<file path="src/rtl/io_uart_responder_pkg.sv">
// Shared constants and types for the io_uart_responder serial console:
// IO direction encoding, 8N1 frame constants and the FSM state encodings.
package io_uart_responder_pkg;

    localparam logic DIRECTION_WRITE = 1'b1;
    localparam logic DIRECTION_READ  = 1'b0;

    localparam logic UART_START     = 1'b0;
    localparam logic UART_STOP      = 1'b1;
    localparam int   UART_DATA_BITS = 8;

    typedef enum logic [1:0] {HS_IDLE, HS_ACK, HS_WAIT_LOW} hs_state_t;
    typedef enum logic [1:0] {TX_IDLE, TX_START, TX_DATA, TX_STOP} tx_state_t;
    typedef enum logic [1:0] {RX_IDLE, RX_START, RX_DATA, RX_STOP} rx_state_t;

    // Counter width that can hold 0 .. n-1, never narrower than one bit.
    function automatic int cnt_width(input int n);
        return (n > 1) ? $clog2(n) : 1;
    endfunction

endpackage

</file>
<file path="src/rtl/uart_rx_core.sv">
// 8N1 receiver: 2-FF synchronizer, start-bit validation at half bit,
// centre sampling of data bits and stop-bit framing check.
module uart_rx_core
    import io_uart_responder_pkg::*;
#(
    parameter int CLKS_PER_BIT = 500
) (
    input  logic       new_clk,
    input  logic       rst_n,
    input  logic       uart_rx,
    output logic       rx_valid,
    output logic [7:0] rx_byte,
    output logic       rx_ferr
);

    localparam int            TW        = cnt_width(CLKS_PER_BIT);
    localparam logic [TW-1:0] LAST      = TW'(CLKS_PER_BIT - 1);
    localparam logic [TW-1:0] HALF_LAST = TW'(CLKS_PER_BIT / 2 - 1);
    localparam logic [TW-1:0] TIMER_ONE = TW'(1);

    logic          sync1_r;
    logic          rx_sync_r;
    logic          rx_prev_r;
    rx_state_t     state_r;
    logic [TW-1:0] timer_r;
    logic [2:0]    bit_idx_r;
    logic [7:0]    shift_r;

    // Synchronizer, frame sequencing and registered result outputs.
    always_ff @(posedge new_clk) begin
        if (!rst_n) begin
            sync1_r   <= 1'b1;
            rx_sync_r <= 1'b1;
            rx_prev_r <= 1'b1;
            state_r   <= RX_IDLE;
            timer_r   <= '0;
            bit_idx_r <= 3'd0;
            shift_r   <= 8'h00;
            rx_valid  <= 1'b0;
            rx_byte   <= 8'h00;
            rx_ferr   <= 1'b0;
        end else begin
            sync1_r   <= uart_rx;
            rx_sync_r <= sync1_r;
            rx_prev_r <= rx_sync_r;
            rx_valid  <= 1'b0;
            case (state_r)
                RX_IDLE: begin
                    timer_r   <= '0;
                    bit_idx_r <= 3'd0;
                    if (rx_prev_r && !rx_sync_r) begin
                        state_r <= RX_START;
                    end else begin
                        state_r <= RX_IDLE;
                    end
                end
                RX_START: begin
                    if (timer_r == HALF_LAST) begin
                        timer_r <= '0;
                        // A start bit that is high again at mid-bit was only a glitch.
                        state_r <= (rx_sync_r == UART_START) ? RX_DATA : RX_IDLE;
                    end else begin
                        timer_r <= timer_r + TIMER_ONE;
                    end
                end
                RX_DATA: begin
                    if (timer_r == LAST) begin
                        timer_r   <= '0;
                        shift_r   <= {rx_sync_r, shift_r[7:1]};
                        bit_idx_r <= bit_idx_r + 3'd1;
                        if (bit_idx_r == 3'd7) begin
                            state_r <= RX_STOP;
                        end else begin
                            state_r <= RX_DATA;
                        end
                    end else begin
                        timer_r <= timer_r + TIMER_ONE;
                    end
                end
                RX_STOP: begin
                    if (timer_r == LAST) begin
                        rx_valid <= 1'b1;
                        rx_byte  <= shift_r;
                        rx_ferr  <= (rx_sync_r != UART_STOP);
                        timer_r  <= '0;
                        state_r  <= RX_IDLE;
                    end else begin
                        timer_r <= timer_r + TIMER_ONE;
                    end
                end
                default: begin
                    state_r <= RX_IDLE;
                    timer_r <= '0;
                end
            endcase
        end
    end

endmodule

</file>
<file path="src/rtl/io_uart_responder.sv">
// bfcpu io_req/io_ack responder: CPU writes are queued for 8N1 transmission,
// CPU reads block until a received byte is available.
module io_uart_responder
    import io_uart_responder_pkg::*;
#(
    parameter int CLKS_PER_BIT = 500,
    parameter int TX_DEPTH     = 4,
    parameter int RX_DEPTH     = 2
) (
    input  logic       new_clk,
    input  logic       rst_n,
    input  logic       io_req,
    input  logic       io_dir,
    input  logic [7:0] io_wdata,
    output logic       io_ack,
    output logic [7:0] io_rdata,
    input  logic       uart_rx,
    output logic       uart_tx,
    output logic       tx_busy,
    output logic       rx_overrun,
    output logic       rx_frame_err
);

    localparam int              TW        = cnt_width(CLKS_PER_BIT);
    localparam logic [TW-1:0]   TX_LAST   = TW'(CLKS_PER_BIT - 1);
    localparam logic [TW-1:0]   TIMER_ONE = TW'(1);
    localparam int              TXAW      = $clog2(TX_DEPTH);
    localparam int              RXAW      = $clog2(RX_DEPTH);
    localparam logic [TXAW:0]   TX_ONE    = {{TXAW{1'b0}}, 1'b1};
    localparam logic [RXAW:0]   RX_ONE    = {{RXAW{1'b0}}, 1'b1};

    hs_state_t     hs_state_r;
    tx_state_t     tx_state_r;
    logic [TW-1:0] tx_timer_r;
    logic [2:0]    tx_bit_idx_r;
    logic [7:0]    tx_shift_r;

    logic [7:0]    tx_mem_r [TX_DEPTH];
    logic [TXAW:0] tx_wr_ptr_r;
    logic [TXAW:0] tx_rd_ptr_r;
    logic [7:0]    rx_mem_r [RX_DEPTH];
    logic [RXAW:0] rx_wr_ptr_r;
    logic [RXAW:0] rx_rd_ptr_r;

    logic          rx_valid_s;
    logic [7:0]    rx_byte_s;
    logic          rx_ferr_s;

    logic          tx_full_s;
    logic          tx_empty_s;
    logic          rx_full_s;
    logic          rx_empty_s;
    logic          tx_last_s;
    logic          tx_frame_end_s;
    logic          tx_pop_s;
    logic          tx_push_s;
    logic          rx_pop_s;
    logic          rx_push_s;
    logic          rx_drop_s;
    logic          tx_active_nxt_s;
    logic [TXAW:0] tx_wr_nxt_s;
    logic [TXAW:0] tx_rd_nxt_s;

    uart_rx_core #(
        .CLKS_PER_BIT(CLKS_PER_BIT)
    ) u_rx_core (
        .new_clk (new_clk),
        .rst_n   (rst_n),
        .uart_rx (uart_rx),
        .rx_valid(rx_valid_s),
        .rx_byte (rx_byte_s),
        .rx_ferr (rx_ferr_s)
    );

    // FIFO status and the push/pop decisions shared by all datapaths.
    always_comb begin
        tx_full_s  = (tx_wr_ptr_r[TXAW] != tx_rd_ptr_r[TXAW]) &&
                     (tx_wr_ptr_r[TXAW-1:0] == tx_rd_ptr_r[TXAW-1:0]);
        tx_empty_s = (tx_wr_ptr_r == tx_rd_ptr_r);
        rx_full_s  = (rx_wr_ptr_r[RXAW] != rx_rd_ptr_r[RXAW]) &&
                     (rx_wr_ptr_r[RXAW-1:0] == rx_rd_ptr_r[RXAW-1:0]);
        rx_empty_s = (rx_wr_ptr_r == rx_rd_ptr_r);

        tx_last_s      = (tx_timer_r == TX_LAST);
        tx_frame_end_s = (tx_state_r == TX_STOP) && tx_last_s;
        tx_pop_s       = !tx_empty_s && ((tx_state_r == TX_IDLE) || tx_frame_end_s);

        // A pop in the same cycle frees a slot, so a full FIFO still accepts.
        tx_push_s = (hs_state_r == HS_IDLE) && io_req && (io_dir == DIRECTION_WRITE) &&
                    (!tx_full_s || tx_pop_s);
        rx_pop_s  = (hs_state_r == HS_IDLE) && io_req && (io_dir != DIRECTION_WRITE) &&
                    !rx_empty_s;
        rx_push_s = rx_valid_s && !rx_ferr_s && (!rx_full_s || rx_pop_s);
        rx_drop_s = rx_valid_s && !rx_ferr_s && rx_full_s && !rx_pop_s;

        tx_wr_nxt_s     = tx_push_s ? (tx_wr_ptr_r + TX_ONE) : tx_wr_ptr_r;
        tx_rd_nxt_s     = tx_pop_s  ? (tx_rd_ptr_r + TX_ONE) : tx_rd_ptr_r;
        tx_active_nxt_s = tx_pop_s || ((tx_state_r != TX_IDLE) && !tx_frame_end_s);
    end

    // CPU handshake: one request level is exactly one push or pop.
    always_ff @(posedge new_clk) begin
        if (!rst_n) begin
            hs_state_r <= HS_IDLE;
            io_ack     <= 1'b0;
            io_rdata   <= 8'h00;
        end else begin
            case (hs_state_r)
                HS_IDLE: begin
                    if (tx_push_s || rx_pop_s) begin
                        hs_state_r <= HS_ACK;
                        io_ack     <= 1'b1;
                    end else begin
                        hs_state_r <= HS_IDLE;
                        io_ack     <= 1'b0;
                    end
                    if (rx_pop_s) begin
                        io_rdata <= rx_mem_r[rx_rd_ptr_r[RXAW-1:0]];
                    end
                end
                HS_ACK: begin
                    if (io_req) begin
                        hs_state_r <= HS_WAIT_LOW;
                    end else begin
                        hs_state_r <= HS_IDLE;
                        io_ack     <= 1'b0;
                    end
                end
                HS_WAIT_LOW: begin
                    if (!io_req) begin
                        hs_state_r <= HS_IDLE;
                        io_ack     <= 1'b0;
                    end else begin
                        hs_state_r <= HS_WAIT_LOW;
                    end
                end
                default: begin
                    hs_state_r <= HS_IDLE;
                    io_ack     <= 1'b0;
                end
            endcase
        end
    end

    // TX FIFO storage; contents need no reset because the pointers gate them.
    always_ff @(posedge new_clk) begin
        if (tx_push_s) begin
            tx_mem_r[tx_wr_ptr_r[TXAW-1:0]] <= io_wdata;
        end
    end

    // TX FIFO pointers.
    always_ff @(posedge new_clk) begin
        if (!rst_n) begin
            tx_wr_ptr_r <= '0;
            tx_rd_ptr_r <= '0;
        end else begin
            tx_wr_ptr_r <= tx_wr_nxt_s;
            tx_rd_ptr_r <= tx_rd_nxt_s;
        end
    end

    // TX serializer; a new frame may start on the cycle the stop bit ends.
    always_ff @(posedge new_clk) begin
        if (!rst_n) begin
            tx_state_r   <= TX_IDLE;
            tx_timer_r   <= '0;
            tx_bit_idx_r <= 3'd0;
            tx_shift_r   <= 8'h00;
            uart_tx      <= UART_STOP;
            tx_busy      <= 1'b0;
        end else begin
            tx_busy <= tx_active_nxt_s || (tx_wr_nxt_s != tx_rd_nxt_s);
            if (tx_pop_s) begin
                tx_state_r   <= TX_START;
                tx_timer_r   <= '0;
                tx_bit_idx_r <= 3'd0;
                tx_shift_r   <= tx_mem_r[tx_rd_ptr_r[TXAW-1:0]];
                uart_tx      <= UART_START;
            end else begin
                case (tx_state_r)
                    TX_IDLE: begin
                        tx_timer_r <= '0;
                        uart_tx    <= UART_STOP;
                    end
                    TX_START: begin
                        if (tx_last_s) begin
                            tx_state_r <= TX_DATA;
                            tx_timer_r <= '0;
                            uart_tx    <= tx_shift_r[0];
                            tx_shift_r <= {1'b0, tx_shift_r[7:1]};
                        end else begin
                            tx_timer_r <= tx_timer_r + TIMER_ONE;
                        end
                    end
                    TX_DATA: begin
                        if (tx_last_s) begin
                            tx_timer_r <= '0;
                            if (tx_bit_idx_r == 3'(UART_DATA_BITS - 1)) begin
                                tx_state_r <= TX_STOP;
                                uart_tx    <= UART_STOP;
                            end else begin
                                tx_bit_idx_r <= tx_bit_idx_r + 3'd1;
                                uart_tx      <= tx_shift_r[0];
                                tx_shift_r   <= {1'b0, tx_shift_r[7:1]};
                            end
                        end else begin
                            tx_timer_r <= tx_timer_r + TIMER_ONE;
                        end
                    end
                    TX_STOP: begin
                        if (tx_last_s) begin
                            tx_state_r <= TX_IDLE;
                            tx_timer_r <= '0;
                            uart_tx    <= UART_STOP;
                        end else begin
                            tx_timer_r <= tx_timer_r + TIMER_ONE;
                        end
                    end
                    default: begin
                        tx_state_r <= TX_IDLE;
                        uart_tx    <= UART_STOP;
                    end
                endcase
            end
        end
    end

    // RX FIFO storage.
    always_ff @(posedge new_clk) begin
        if (rx_push_s) begin
            rx_mem_r[rx_wr_ptr_r[RXAW-1:0]] <= rx_byte_s;
        end
    end

    // RX FIFO pointers and sticky error flags.
    always_ff @(posedge new_clk) begin
        if (!rst_n) begin
            rx_wr_ptr_r  <= '0;
            rx_rd_ptr_r  <= '0;
            rx_overrun   <= 1'b0;
            rx_frame_err <= 1'b0;
        end else begin
            if (rx_push_s) begin
                rx_wr_ptr_r <= rx_wr_ptr_r + RX_ONE;
            end
            if (rx_pop_s) begin
                rx_rd_ptr_r <= rx_rd_ptr_r + RX_ONE;
            end
            rx_overrun   <= rx_overrun | rx_drop_s;
            rx_frame_err <= rx_frame_err | (rx_valid_s & rx_ferr_s);
        end
    end

endmodule

</file>
<file path="config.mk">
export PLATFORM = sky130hd
export DESIGN_NAME = io_uart_responder
export DESIGN_NICKNAME = d
export VERILOG_FILES = /design/src/rtl/io_uart_responder_pkg.sv /design/src/rtl/uart_rx_core.sv /design/src/rtl/io_uart_responder.sv
export SDC_FILE = /design/constraint.sdc
export NUM_CORES = 1
export LEC_CHECK = 0
export BUFFER_PORTS_ARGS = -buffer_cell sky130_fd_sc_hd__buf_2
export CAP_MARGIN = 10
export CORE_UTILIZATION = 25
export CTS_BUF_LIST = sky130_fd_sc_hd__clkbuf_4 sky130_fd_sc_hd__clkbuf_8
export DETAILED_ROUTE_END_ITERATION = 12
export RECOVER_POWER = 100
export SYNTH_ARGS = -nofsm -noshare
export SYNTH_HDL_FRONTEND = slang
export SYNTH_SLANG_ARGS = --single-unit
</file>
<file path="constraint.sdc">
create_clock -name new_clk -period 3.3 [get_ports new_clk]
set_clock_uncertainty 0.15 [all_clocks]
set_input_delay 0.165 -clock new_clk [delete_from_list [all_inputs] [get_ports new_clk]]
set_output_delay 0.165 -clock new_clk [all_outputs]
set_load 0.02 [all_outputs]
</file>
==> results.json <==
{
  "cp.required_ns": 3.25,
  "cts-root-buf": "clkbuf_8",
  "regArea_um2": 3083,
  "numPortBuffers": 25,
  "avgSynthCellArea_um2": 12.02,
  "vias": 3462,
  "synthArstFlopShare_pct": 0,
  "synth_ff_type": "dfxtp_1",
  "hp-start": "io_dir",
  "die_x_um": 150.4,
  "total_power_mw": 3.715,
  "dpl.hpwl_um": 6886,
  "power_density_nw_per_um2": 586.9,
  "gp_congestion": 0.8304,
  "critPathArrivalTime_ns": 2.68,
  "initialDrtViolationCount": 194,
  "ff2ff_setup_slack_ns": 0.56,
  "die_area_um2": 22610,
  "status": "finished, violations left",
  "path_class": "flip-flop to flip-flop",
  "diodes": 0,
  "r2r-start": "tx_timer_r[0]",
  "min_to": "tx_busy",
  "ctsLongestPathBuffers": 2,
  "rows": 53,
  "syn_inst": 458,
  "numCtsBuffers": 17,
  "timing.final.crit_period_ns": 2.736,
  "grt_setup_unrepaired": "false",
  "cts-htree-levels": 4,
  "routed_wl_um": 9695,
  "worstMarginPinSlew_ns": 1.699,
  "grt_max_degree": 40,
  "synth-edff-count": 48,
  "postCtsSetupRepairBufs": 0,
  "power_leakage_nw": 2.232,
  "final_cell_area_um2": 6329,
  "start_util_pct": 25.86,
  "ys_types": 56,
  "whs_path_depth": 3,
  "setup_tns_ns": 0,
  "fill_cells": 2120,
  "io_pins": 26,
  "drive_gt1_share_pct": 10.22,
  "dieHeight_um": 150.4,
  "drv_slew": 40,
  "r2r_end": "tx_mem_r[0][3]",
  "clkLatencyLatePin_ns": 0.44,
  "synthesis.area_um2": 5504,
  "postRouteAntennaNets": 0,
  "hold_class": "input pin to flip-flop",
  "ys_ff_latch": 130,
  "startpoint_type": "flip-flop",
  "synthToLayoutAreaGrowth_pct": 14.98,
  "cts_sinks": 130,
  "hold_viol": 0,
  "core_um2": 21290,
  "grt_pass1_vias": 3381,
  "layout.nets": 530,
  "cp-end-kind": "flip-flop",
  "relSlewSlack_pct": -13.27,
  "path_clk_slew_ns": 0.07,
  "max-cap-violations": 1,
  "violations": "capacitance limit, slew limit",
  "multi_input_area_um2": 2246,
  "cts_resized": 0,
  "overflow": 0,
  "remaining_drc_errors": 0,
  "yosysSeqAreaShare_pct": 56.01,
  "fmax_mhz": 365.5,
  "setup_viol": 0,
  "synth_warnings": 0,
  "routedWlPerCell_um": 12.37,
  "reg2reg_depth": 5,
  "dr.pass1.iters": 5,
  "antenna_found_initial": 0,
  "finalCritPeriodShare_pct": 82.90,
  "vias_per_cell": 4.416,
  "crit_fanout": 19,
  "ir_drop_mv": 0.2084,
  "utilization_pct": 29.73,
  "syn_nets": 492,
  "cts_tree": "yes",
  "place_area_um2": 5909,
  "grt_use_total_pct": 9.374,
  "grt_pass1_wl_um": 16260
}
-- through the flow --
step,hold WS (ns),cells,setup slack [ns]
finish,0.1806,784,0.5642
global route,0.1834,784,0.4125
CTS,0.09396,784,0.7539
detailed placement,0.2418,742,0.7637
global placement,0.2374,742,0.8819
floorplan,0.1139,458,1.216
-- how the worst max path moves through the flow --
stage,startpoint,endpoint,slack [ns],depth (start not counted)
6_report,tx_timer_r[0],tx_mem_r[0][3],0.56,5
5_1_grt,tx_timer_r[0],tx_mem_r[0][3],0.41,5
4_1_cts,tx_timer_r[0],tx_mem_r[0][3],0.75,5
3_5_place_dp,tx_timer_r[0],tx_mem_r[0][0],0.76,5
3_3_place_gp,tx_timer_r[0],tx_mem_r[1][1],0.88,5
2_1_floorplan,tx_timer_r[0],tx_mem_r[0][0],1.22,5
-- cell type report --
type                       count  area share, %
sequential                   130          48.71
timing repair buffer          40          3.598
clock inverter                14          2.056
tap                          275          5.437
clock buffer                  18          3.816
inverter                      15         0.8897
multi-input combinational    292          35.49
-- layer usage --
layer  vias up  GRT usage (%)  wire, um
li1       1712              -         -
met1      1675          11.66      4658
met2        54          14.47      4464
met3        21          3.030       382
met4         0          4.798       189
met5         -              0         0
-- state kept, by name, indices dropped and copies added (netlist names), 8 cells and up, named ones only --
register,count
u_rx_core.shift_r,8
tx_timer_r,9
u_rx_core.timer_r,9
tx_shift_r,8
rx_mem_r,16
u_rx_core.rx_byte,8
io_rdata,8
tx_mem_r,32
-- cell usage in the layout (no fill, tap or decap), drive strengths merged, types with 10 or more instances in the layout --
cell type	instances
nand2	26
inv	20
clkbuf	42
ha	21
nor2b	20
mux2i	40
dfxtp	82
a21oi	16
o21ai	13
xnor2	15
edfxtp	48
nor2	31
dlygate4sd3	10
-- where the power goes --
part / leakage (nW) / internal, mW / switching, mW
clock: 0.176 / 0.611 / 0.639
combinational: 0.953 / 0.256 / 0.352
sequential: 1.10 / 1.76 / 0.0998
-- Yosys cell counts (8+ instances only) --
cell type / instances / area (um^2)
dfxtp_1: 82 / 1642
edfxtp_1: 48 / 1441
mux2i_1: 40 / 400.4
nor2_1: 31 / 116.4
nand2_1: 26 / 97.59
ha_1: 21 / 262.8
nor2b_1: 20 / 125.1
a21oi_1: 15 / 75.07
inv_1: 15 / 56.30
xnor2_1: 15 / 131.4
o21ai_0: 12 / 60.06
clkbuf_1: 10 / 37.54
nand2b_1: 9 / 56.30
xor2_1: 9 / 78.83
and2_1: 8 / 50.05
mux4_2: 8 / 180.2
nand3_1: 8 / 40.04
o211a_1: 8 / 80.08
o31ai_1: 8 / 60.06
-- kinds of logic after synthesis --
| group | count (synthesis) | synth area share (%) |
|---|---|---|
| muxes | 48 | 10.55 |
| xor gates and xnor gates | 24 | 3.819 |
| DFF | 130 | 56.01 |
| AOI/OAI and AO/OA | 67 | 8.866 |
| and+or+nand+nor | 132 | 13.00 |
| buffers and inverters | 36 | 2.978 |
| adders and majority gates | 21 | 4.774 |
-- critical path, cell delays in order (launching register included) --
cell and delay [ns]:
dfxtp_1 0.36, ha_1 0.24, and4bb_1 0.34, a31oi_4 0.25, a21boi_0 0.60, and2_1 0.45
-- repair_timing --
item	CTS	global route
endpoints found under the setup margin	0	0
hold buffers	10	0
endpoints found under the hold margin	35	0
Note: power is estimated with default switching activity, not from simulation.
